$ cat src/rtl/vga_timing_pkg.sv
// ---------------------------------------------------------------------------
// vga_timing_pkg
// Shared constants and helpers for the 640x480@60 Hz VGA raster.
//   - Default horizontal/vertical segment lengths (pixels / lines).
//   - Derived totals and sync start/end positions for the defaults.
//   - Coordinate width and coordinate type used by the timing generator
//     and by the display path for its active-area bounds.
//   - decode_flags(): sync/blank decode of one raster coordinate.
// ---------------------------------------------------------------------------
package vga_timing_pkg;

    // Raster coordinates are 10-bit unsigned; every compare is done at this width.
    localparam int COORD_W   = 10;
    localparam int COORD_MAX = 1 << COORD_W;

    typedef logic [COORD_W-1:0] coord_t;

    // Default 640x480@60 horizontal segments (pixels).
    localparam int H_ACTIVE_DEF = 640;
    localparam int H_FP_DEF     = 16;
    localparam int H_SYNC_DEF   = 96;
    localparam int H_BP_DEF     = 48;

    // Default 640x480@60 vertical segments (lines).
    localparam int V_ACTIVE_DEF = 480;
    localparam int V_FP_DEF     = 10;
    localparam int V_SYNC_DEF   = 2;
    localparam int V_BP_DEF     = 33;

    // Derived defaults.
    localparam int H_TOTAL_DEF    = H_ACTIVE_DEF + H_FP_DEF + H_SYNC_DEF + H_BP_DEF; // 800
    localparam int V_TOTAL_DEF    = V_ACTIVE_DEF + V_FP_DEF + V_SYNC_DEF + V_BP_DEF; // 525
    localparam int H_SYNC_START_DEF = H_ACTIVE_DEF + H_FP_DEF;                       // 656
    localparam int H_SYNC_END_DEF   = H_SYNC_START_DEF + H_SYNC_DEF - 1;             // 751
    localparam int V_SYNC_START_DEF = V_ACTIVE_DEF + V_FP_DEF;                       // 490
    localparam int V_SYNC_END_DEF   = V_SYNC_START_DEF + V_SYNC_DEF - 1;             // 491

    // Decoded per-coordinate raster flags; sync levels are active-low.
    typedef struct packed {
        logic hsync;
        logic vsync;
        logic active;
        logic vnotactive;
    } raster_flags_t;

    // Sync and blanking decode for one (col,row) position. Bounds are passed
    // in so parameterised instances can reuse the same decode.
    function automatic raster_flags_t decode_flags(
        input coord_t col,
        input coord_t row,
        input coord_t h_active,
        input coord_t hs_start,
        input coord_t hs_end,
        input coord_t v_active,
        input coord_t vs_start,
        input coord_t vs_end
    );
        raster_flags_t flags;
        flags.hsync      = !((col >= hs_start) && (col <= hs_end));
        flags.vsync      = !((row >= vs_start) && (row <= vs_end));
        flags.active     = (col < h_active) && (row < v_active);
        flags.vnotactive = (row >= v_active);
        return flags;
    endfunction

endpackage

$ cat src/rtl/vga_timing_gen_pix_clk_en.sv
// ---------------------------------------------------------------------------
// pix_clk_en
// Pixel-rate enable: a 0..CLK_DIV-1 wrap counter whose last count raises
// pix_en for one CLK. Any block needing a pixel-rate strobe can reuse it.
// Ports:
//   CLK     in  1  system clock
//   RST     in  1  asynchronous active-low reset (counter returns to 0)
//   pix_en  out 1  high on the last CLK of each pixel period
// With CLK_DIV=1 the counter never leaves 0 and pix_en is constantly high.
// ---------------------------------------------------------------------------
module pix_clk_en #(
    parameter int CLK_DIV = 2
) (
    input  logic CLK,
    input  logic RST,
    output logic pix_en
);

    localparam int DIV_W = (CLK_DIV > 1) ? $clog2(CLK_DIV) : 1;
    localparam logic [DIV_W-1:0] DIV_LAST = DIV_W'(CLK_DIV - 1);

    logic [DIV_W-1:0] div_cnt_reg;
    logic [DIV_W-1:0] div_cnt_next;

    always_comb begin
        div_cnt_next = div_cnt_reg + DIV_W'(1);
        if (div_cnt_reg == DIV_LAST) begin
            div_cnt_next = '0;
        end
    end

    always_ff @(posedge CLK or negedge RST) begin
        if (!RST) begin
            div_cnt_reg <= '0;
        end else begin
            div_cnt_reg <= div_cnt_next;
        end
    end

    // Decoded straight from the counter so it already reflects the reset
    // value while RST is held low.
    assign pix_en = (div_cnt_reg == DIV_LAST);

endmodule

$ cat src/rtl/vga_timing_gen.sv
// ---------------------------------------------------------------------------
// vga_timing_gen
// 640x480@60 Hz VGA raster timing from the system clock: pixel-rate enable,
// horizontal/vertical counters, active-low syncs and blanking flags.
// Ports:
//   CLK          in  1   system clock
//   RST          in  1   asynchronous active-low reset
//   col          out 10  horizontal pixel counter, 0..H_TOTAL-1
//   row          out 10  vertical line counter, 0..V_TOTAL-1
//   hsync        out 1   horizontal sync, active-low
//   vsync        out 1   vertical sync, active-low
//   active       out 1   col < H_ACTIVE and row < V_ACTIVE
//   vnotactive   out 1   row >= V_ACTIVE (vertical blank)
//   pix_en       out 1   one-CLK strobe on the last CLK of each pixel
//   frame_start  out 1   one-CLK pulse after the raster wraps to (0,0)
// All decodes are computed from the next-state counters and registered, so
// they change on the same edge as the coordinates they describe.
// ---------------------------------------------------------------------------
module vga_timing_gen
    import vga_timing_pkg::*;
#(
    parameter int CLK_DIV  = 2,
    parameter int H_ACTIVE = H_ACTIVE_DEF,
    parameter int H_FP     = H_FP_DEF,
    parameter int H_SYNC   = H_SYNC_DEF,
    parameter int H_BP     = H_BP_DEF,
    parameter int V_ACTIVE = V_ACTIVE_DEF,
    parameter int V_FP     = V_FP_DEF,
    parameter int V_SYNC   = V_SYNC_DEF,
    parameter int V_BP     = V_BP_DEF
) (
    input  logic       CLK,
    input  logic       RST,
    output logic [9:0] col,
    output logic [9:0] row,
    output logic       hsync,
    output logic       vsync,
    output logic       active,
    output logic       vnotactive,
    output logic       pix_en,
    output logic       frame_start
);

    localparam int H_TOTAL = H_ACTIVE + H_FP + H_SYNC + H_BP;
    localparam int V_TOTAL = V_ACTIVE + V_FP + V_SYNC + V_BP;

    // Coordinates are 10 bits wide; larger rasters cannot be represented.
    if (H_TOTAL > COORD_MAX || V_TOTAL > COORD_MAX) begin : g_bad_totals
        $error("vga_timing_gen: H_TOTAL=%0d / V_TOTAL=%0d exceed %0d", H_TOTAL, V_TOTAL, COORD_MAX);
    end
    if (CLK_DIV < 1 || CLK_DIV > 16) begin : g_bad_div
        $error("vga_timing_gen: CLK_DIV=%0d outside 1..16", CLK_DIV);
    end

    localparam coord_t H_LAST   = coord_t'(H_TOTAL - 1);
    localparam coord_t V_LAST   = coord_t'(V_TOTAL - 1);
    localparam coord_t H_ACT_C  = coord_t'(H_ACTIVE);
    localparam coord_t V_ACT_C  = coord_t'(V_ACTIVE);
    localparam coord_t HS_START = coord_t'(H_ACTIVE + H_FP);
    localparam coord_t HS_END   = coord_t'(H_ACTIVE + H_FP + H_SYNC - 1);
    localparam coord_t VS_START = coord_t'(V_ACTIVE + V_FP);
    localparam coord_t VS_END   = coord_t'(V_ACTIVE + V_FP + V_SYNC - 1);

    logic          pix_en_int;
    coord_t        col_reg;
    coord_t        col_next;
    coord_t        row_reg;
    coord_t        row_next;
    logic          frame_wrap;
    raster_flags_t flags_reg;
    raster_flags_t flags_next;
    logic          frame_start_reg;

    pix_clk_en #(
        .CLK_DIV (CLK_DIV)
    ) u_pix_clk_en (
        .CLK    (CLK),
        .RST    (RST),
        .pix_en (pix_en_int)
    );

    // Counter advance on pixel strobes; row steps only on a column wrap.
    always_comb begin
        col_next   = col_reg;
        row_next   = row_reg;
        frame_wrap = 1'b0;
        if (pix_en_int) begin
            if (col_reg == H_LAST) begin
                col_next = '0;
                if (row_reg == V_LAST) begin
                    row_next   = '0;
                    frame_wrap = 1'b1;
                end else begin
                    row_next = row_reg + coord_t'(1);
                end
            end else begin
                col_next = col_reg + coord_t'(1);
            end
        end
    end

    // Decode the coordinates the counters are about to hold so the
    // registered flags line up with col/row without a cycle of lag.
    always_comb begin
        flags_next = decode_flags(col_next, row_next, H_ACT_C, HS_START, HS_END,
                                  V_ACT_C, VS_START, VS_END);
    end

    always_ff @(posedge CLK or negedge RST) begin
        if (!RST) begin
            col_reg                <= '0;
            row_reg                <= '0;
            flags_reg.hsync        <= 1'b1;
            flags_reg.vsync        <= 1'b1;
            flags_reg.active       <= 1'b1;
            flags_reg.vnotactive   <= 1'b0;
            frame_start_reg        <= 1'b0;
        end else begin
            col_reg         <= col_next;
            row_reg         <= row_next;
            flags_reg       <= flags_next;
            // Asserted only by a real counter wrap, never by reset/release.
            frame_start_reg <= frame_wrap;
        end
    end

    assign col         = col_reg;
    assign row         = row_reg;
    assign hsync       = flags_reg.hsync;
    assign vsync       = flags_reg.vsync;
    assign active      = flags_reg.active;
    assign vnotactive  = flags_reg.vnotactive;
    assign pix_en      = pix_en_int;
    assign frame_start = frame_start_reg;

endmodule

$ cat config.mk
export PLATFORM = sky130hd
export DESIGN_NAME = vga_timing_gen
export DESIGN_NICKNAME = d
export VERILOG_FILES = /design/src/rtl/vga_timing_pkg.sv /design/src/rtl/vga_timing_gen_pix_clk_en.sv /design/src/rtl/vga_timing_gen.sv
export SDC_FILE = /design/constraint.sdc
export NUM_CORES = 1
export LEC_CHECK = 0
export ABC_AREA = 1
export BUFFER_PORTS_ARGS = -buffer_cell sky130_fd_sc_hd__buf_2
export CAP_MARGIN = 20
export CORE_MARGIN = 1
export CORE_UTILIZATION = 50
export DETAILED_ROUTE_END_ITERATION = 10
export PLACE_DENSITY = 0.73
export SLEW_MARGIN = 15
export SYNTH_ARGS = -nofsm -noshare
export SYNTH_HDL_FRONTEND = slang
export SYNTH_HIERARCHICAL = 1
export SYNTH_SLANG_ARGS = --single-unit
$ cat constraint.sdc
create_clock -name CLK -period 1.5 [get_ports CLK]
set_input_delay 0.3 -clock CLK [delete_from_list [all_inputs] [get_ports CLK]]
set_output_delay 0.3 -clock CLK [all_outputs]
set_load 0.1 [all_outputs]
==> metrics.txt, run 1 <==
die height 59.2 µm; PD cells about 460 nW/µm²; final WL a little under 5000 µm; Hold WS between 0.4 and 0.5 ns; flip-flop and latch area ~700 µm²; syn_nets 214; CP max FO 4; core area 3080 µm²; CTS max path bufs 2; row cnt 20; register area share after synthesis 0.400; Crit. End Element register; # setup viols final 16; status finished with violations; slowest stage delay, CP 0.47 ns; synth top area cells dfrtp_1 35%, nand2_1 12%, inv_1 7.3%, dfstp_2 4.8%, nor2_1 4.8%; # diodes 0; initial antenna violation count 0; EDFF count, synth 0; clock latency on the worst-skew pair roughly 0.34 ns; WS Path Type reg -> reg; crit path buf inv count 3; Initial Utilization 0.531; Post-Synthesis Cells 209; CP delay by family, top simple AND/OR/NAND/NOR gates; die width between 50 and 60 µm; YS warnings 6; dpl hpwl just under 3000 µm; Wirelength per Cell about 15 µm; Setup WS pre-CTS -0.170 ns; minimum clock period roughly 1.7 ns; nets@finish 292; top cell type's share of synthesized area 0.352; failing checks negative setup slack; gr ovfl total 0; RSZ-0062 raised after global routing yes; crit path cell chain ha_4 > inv_2 > nor2_2 > nand3_2 > buf_4 > nor3_4 > buf_4 > nand2_4 > nand2_2 > nor2_4 > nor2_1 > nand2_1; setup ws final -0.247 ns; post-synthesis async set-or-reset flop share 1.00; Netlist Area Pre-Place 1640 µm²; RePlAce Congestion 0.933; Max Clock Skew ~0.0031 ns; Hold Path Class in -> async; CP arrival between 2 and 2.5 ns; Placed Cells ~310; most frequent cell after synthesis nand2_1; setup TNS -2.02 ns; Peak VDD IR just under 0.4 mV; DR vias 1700; Largest register FFs 10; CTS buffer count 3; Post-synth top flop dfrtp_1; Non-Filler Instances 330; leakage power 1.31 nW; Worst-path clk slew 0.15 ns; drt via density 5.15; post-layout util 0.853; Slew @ Worst Pin around 0.6 ns; H-tree levels 1; Worst Path Required between 1.5 and 2 ns; Tcrit/Tclk final 1.16; Commonest cells post-synth 54 x nand2_1, 32 x inv_1, 23 x dfrtp_1, 21 x nor2_1, 15 x nand3_1; Avg Inst Size Synth 7.82 µm²; antenna viol nets, final 0; CTS tree yes; Clock Root Buffer clkbuf_4; CP startpoint kind register; Multi-input gate area 923 µm²; first-pass GRT wire length 7090 µm; Tot GR Track Use 0.273; FF+latch count, synth 26; TritonRoute pass-1 iters 4; Starting DRT DRC Count 89; Slew Limit Fails 0; Final Hold Fails 0; Distinct cells, synth 28; Layout area overhead 60.5%; Worst slew margin 0.602; Fmax around 570 MHz; Fill cells 181; ratio of cells with drive above 1 in the final layout 0.545; cell taking the most area after synthesis dfrtp_1; clock sinks 26; I/O pins 28; vias in the first global route 1577; Critical-path top delay cell dfrtp_4; largest net degree at the start of global routing 27; most frequent CP cell buf_4; Port Buf Inserts 27; full die area approximately 3500 µm²; DRC 0; max_cap viols 0
-- placed cells by master (no fill, tap or decap), types with 2 or more instances in the layout --
master	n
dfrtp_1	2
nand2_4	2
a21oi_1	2
inv_1	29
inv_2	7
nand3b_1	2
nor3_4	4
dfrtp_2	11
nor2_2	8
nand3_2	5
xor2_2	2
nor2_1	19
buf_2	4
nand4_1	6
nand2_2	12
clkbuf_4	5
nand2_1	47
buf_12	13
nand3_1	12
dfstp_2	3
buf_6	8
dfrtp_4	10
a21oi_2	2
buf_4	47
nor2_4	4
xor2_1	4
o21a_1	2
-- stage by stage --
step	area [µm²]	power (mW)
after detailed placement	2300	0.730
after global routing	2630	1.26
final	2630	1.22
after CTS	2480	1.22
after global placement	2300	0.730
after floorplan	1720	0.715
-- where the power goes --
part,internal (mW),total [mW],leakage (nW),switching (mW)
Clock,0.271,0.502,0.0279,0.231
Sequential,0.701,0.701,0.305,0
Combinational,0.00261,0.0164,0.981,0.0138
-- timing repair --
action                                  CTS  global route
gates cloned                              0             0
endpoints found under the setup margin   22            28
buffers inserted                          5             9
hold buffers                              1             0
gates resized for setup                  24            25
pin swaps                                 5            14
hold endpoints to repair                 23             0
-- path summary, 6_finish.rpt --
kind	startpoint	endpoint	slack [ns]	depth (start not counted)
setup reg to reg	col[1]	vsync	-0.25	12
setup / recovery	col[1]	vsync	-0.25	12
max in group asynchronous	RST	col[1]	0.58	2
min in group CLK	row[9]	row[9]	0.63	3
hold / removal	RST	col[8]	0.47	2
hold reg to reg	row[9]	row[9]	0.63	3
-- logic make-up (layout without fill, tap and decap cells) --
| family | after synthesis | count (layout) | share of synthesized area |
|---|---|---|---|
| compound gates | 10 | 10 | 0.0436 |
| fa+ha+maj | 3 | 3 | 0.0230 |
| xor+xnor | 6 | 6 | 0.0367 |
| buf+inv | 39 | 116 | 0.103 |
| simple gates | 125 | 125 | 0.393 |
| flops | 26 | 26 | 0.400 |
-- cell type report --
type / count / share of cell area
Tap cell: 44 / 0.0210
Timing Repair Buffer: 76 / 0.287
Clock buffer: 3 / 0.00858
Multi-Input combinational cell: 144 / 0.352
Clock inverter: 1 / 0.0114
Inverter: 36 / 0.0515
Sequential cell: 26 / 0.269
-- layer usage --
layer  vias to the layer above  share of wire  global-route usage
li1                        799              -                   -
met1                       808           0.39               0.307
met2                        71           0.52               0.498
met3                        22          0.045              0.0415
met4                         0          0.038               0.136
met5                         -              0                   0
Note: power is estimated with default switching activity, not from simulation.
==> run 2: changes to the inputs <==
- CORE_UTILIZATION: 50 -> 52
- CTS_BUF_LIST: unset -> sky130_fd_sc_hd__clkbuf_8
- GPL_TIMING_DRIVEN: unset -> 0
- PLACE_DENSITY: 0.73 -> 0.76
- SLEW_MARGIN: 15 -> 20
==> run 2 against run 1 <==
  * Largest power group unchanged
  * Non-clock buffer count down 36
  * Critical path type unchanged
  * Highest routed layer unchanged
  * Hold slack worse by 0.45 ns
  * Critical path depth decreased by 2
  * The run still ends with negative setup slack left
==> metrics.txt, run 2 (synthesized netlist as in run 1, its figures left out) <==
status finished with violations (unchanged); failing checks negative setup slack (unchanged); Starting DRT DRC Count 55 (was 89); Placed Cells 278 (was 312); Pwr Total 1.16 mW (was 1.22 mW); RSZ-0062 raised after global routing yes (unchanged); die height 58.1 µm (was 59.2 µm); full die area 3370 µm² (was 3500 µm²); hold buffers post-CTS 0 (was 1); ratio of cells with drive above 1 in the final layout 0.448 (was 0.545); core area 2880 µm² (was 3080 µm²); Port Buf Inserts 27 (unchanged); row cnt 19 (was 20); max_cap viols 0 (unchanged); CP delay by family, top simple AND/OR/NAND/NOR gates (unchanged); Critical-path top delay cell dfrtp_4 (unchanged); DR vias 1428 (was 1700); post-route cell area 2090 µm² (was 2630 µm²); Wirelength per Cell 11.3 µm (was 14.7 µm); Peak VDD IR 0.328 mV (was 0.395 mV); largest net degree at the start of global routing 27 (unchanged); Hold Path Class in -> async (unchanged); FF-to-FF setup slack -0.20 ns (was -0.25 ns); commonest cells after routing, fill and taps aside 52 x nand2_1, 28 x inv_1, 21 x nor2_1, 21 x buf_2, 16 x buf_4 (was 47 x nand2_1, 47 x buf_4, 29 x inv_1, 19 x nor2_1, 13 x buf_12); CP startpoint kind register (unchanged); Tcrit/Tclk final 1.13 (was 1.16); I/O pins 28 (unchanged); Non-Filler Instances 292 (was 330); CTS max path bufs 2 (unchanged); Crit Reg-Reg Startpoint col[1] (unchanged); # setup viols final 8 (was 16); nets@finish 256 (was 292); Fmax 588 MHz (was 572 MHz); Crit. End Element register (unchanged); vias in the first global route 1277 (was 1577); DRC 0 (unchanged); CTS tree yes (unchanged); commonest non-fill, non-tap cell in the layout nand2_1; TritonRoute pass-1 iters 4 (unchanged); Final Hold Fails 0 (unchanged); # diodes 0 (unchanged); crit path buf inv count 1 (was 3); H-tree levels 1 (unchanged); slowest stage delay, CP 0.43 ns (was 0.47 ns); die width 58.1 µm (was 59.2 µm); CP arrival 1.91 ns (was 2.04 ns); Initial Utilization 0.569 (was 0.531); clock sinks 26 (unchanged); Largest register FFs 10 (unchanged); gr ovfl total 0 (unchanged); minimum clock period 1.70 ns (was 1.75 ns); leakage power 1.07 nW (was 1.31 nW); Clock Root Buffer clkbuf_8 (was clkbuf_4); dpl hpwl 2420 µm (was 2970 µm); crit path cell chain ha_4 > nand2_2 > nor2_4 > nand4_4 > buf_12 > nor2_4 > xor2_2 > nand3_2 > nand2_2 > nor2_2 (was ha_4 > inv_2 > nor2_2 > nand3_2 > buf_4 > nor3_4 > buf_4 > nand2_4 > nand2_2 > nor2_4 > nor2_1 > nand2_1); clock latency on the worst-skew pair 0.26 ns (was 0.34 ns); Slew Limit Fails 0 (unchanged); CTS buffer count 3 (unchanged); Max Clock Skew 0.00108 ns (was 0.00314 ns); Worst-path clk slew 0.09 ns (was 0.15 ns); R2R cell count 10 (was 12); drt via density 4.89 (was 5.15); Tot GR Track Use 0.217 (was 0.273); setup ws final -0.202 ns (was -0.247 ns); Setup WS pre-CTS -0.234 ns (was -0.170 ns); RePlAce Congestion 0.840 (was 0.933); WS Path Type reg -> reg (unchanged); Cell Area, Placed 1910 µm² (was 2300 µm²); post-layout util 0.727 (was 0.853); final WL 3290 µm (was 4870 µm); initial antenna violation count 0 (unchanged); Worst Path Required 1.71 ns (was 1.79 ns); reg2reg end active (was vsync); first-pass GRT wire length 5560 µm (was 7090 µm); PD cells 553 nW/µm² (was 465 nW/µm²); CP max FO 7 (was 4); Layout area overhead 27.9% (was 60.5%); antenna viol nets, final 0 (unchanged); Slew @ Worst Pin 0.582 ns (was 0.598 ns); Worst slew margin 0.612 (was 0.602)
[run 2: cell types whose count changed in the layout (fill, tap and decap cells not counted), moves of 5 or more]
cell      previous run  this run
buf_4               47        16
buf_2                4        21
clkbuf_4             5         0
nand2_1             47        52
buf_6                8         2
buf_12              13         1
[run 2: area by class of cell]
cell class,instances,area (µm²)
Multi-Input combinational cell,144,873
Fill cell,238,785
Sequential cell,26,706
Timing Repair Buffer,38,245
Inverter,36,138
Clock buffer,4,55.1
Tap cell,42,52.6
Buffer,2,22.5
[run 2: how the worst max path moves through the flow]
| stage | endpoint | start | slack [ns] | cells past startpoint |
|---|---|---|---|---|
| floorplan | hsync | col[0] | -0.30 | 12 |
| finish | active | col[1] | -0.20 | 10 |
| detailed placement | vsync | col[5] | -0.23 | 8 |
| CTS | vsync | col[5] | -0.22 | 8 |
| global placement | vsync | col[5] | -0.23 | 8 |
| global route | active | col[1] | -0.31 | 10 |
[run 2: through the flow]
step / hold WS (ns) / TNS, ns
after global placement: 0.331 / -0.741
final: 0.0242 / -0.925
after global routing: 0.0672 / -1.94
after CTS: 0.0385 / -0.946
after floorplan: 0.00441 / -2.18
after detailed placement: 0.334 / -0.870
[run 2: repair_timing]
item,CTS,global route
pin swaps,9,9
resized for setup,8,10
endpoints found under the setup margin,17,15
endpoints found under the hold margin,0,0
buffers inserted,7,4
[run 2: worst reg2reg max path, delay by kind of cell, from the launching register on]
family / cells / cell delay (ns)
AND/OR/NAND/NOR: 7 / 0.70
flip-flops: 1 / 0.43
buffers and inverters: 1 / 0.19
XOR/XNOR: 1 / 0.17
adder cells (fa/ha/maj): 1 / 0.16
[run 2: where the power goes]
part           internal, mW  leakage [nW]  switching [mW]  total [mW]
clock                 0.234        0.0288           0.209       0.443
combinational      0.000932         0.735          0.0132      0.0141
sequential            0.700         0.305               0       0.700
[run 2: per-layer routing]
| layer | vias to the layer above | routed length, µm | track usage |
|---|---|---|---|
| li1 | 731 | - | - |
| met1 | 667 | 1510 | 0.272 |
| met2 | 26 | 1650 | 0.396 |
| met3 | 4 | 88 | 0.0201 |
| met4 | 0 | 29 | 0.0612 |
| met5 | - | 0 | 0 |
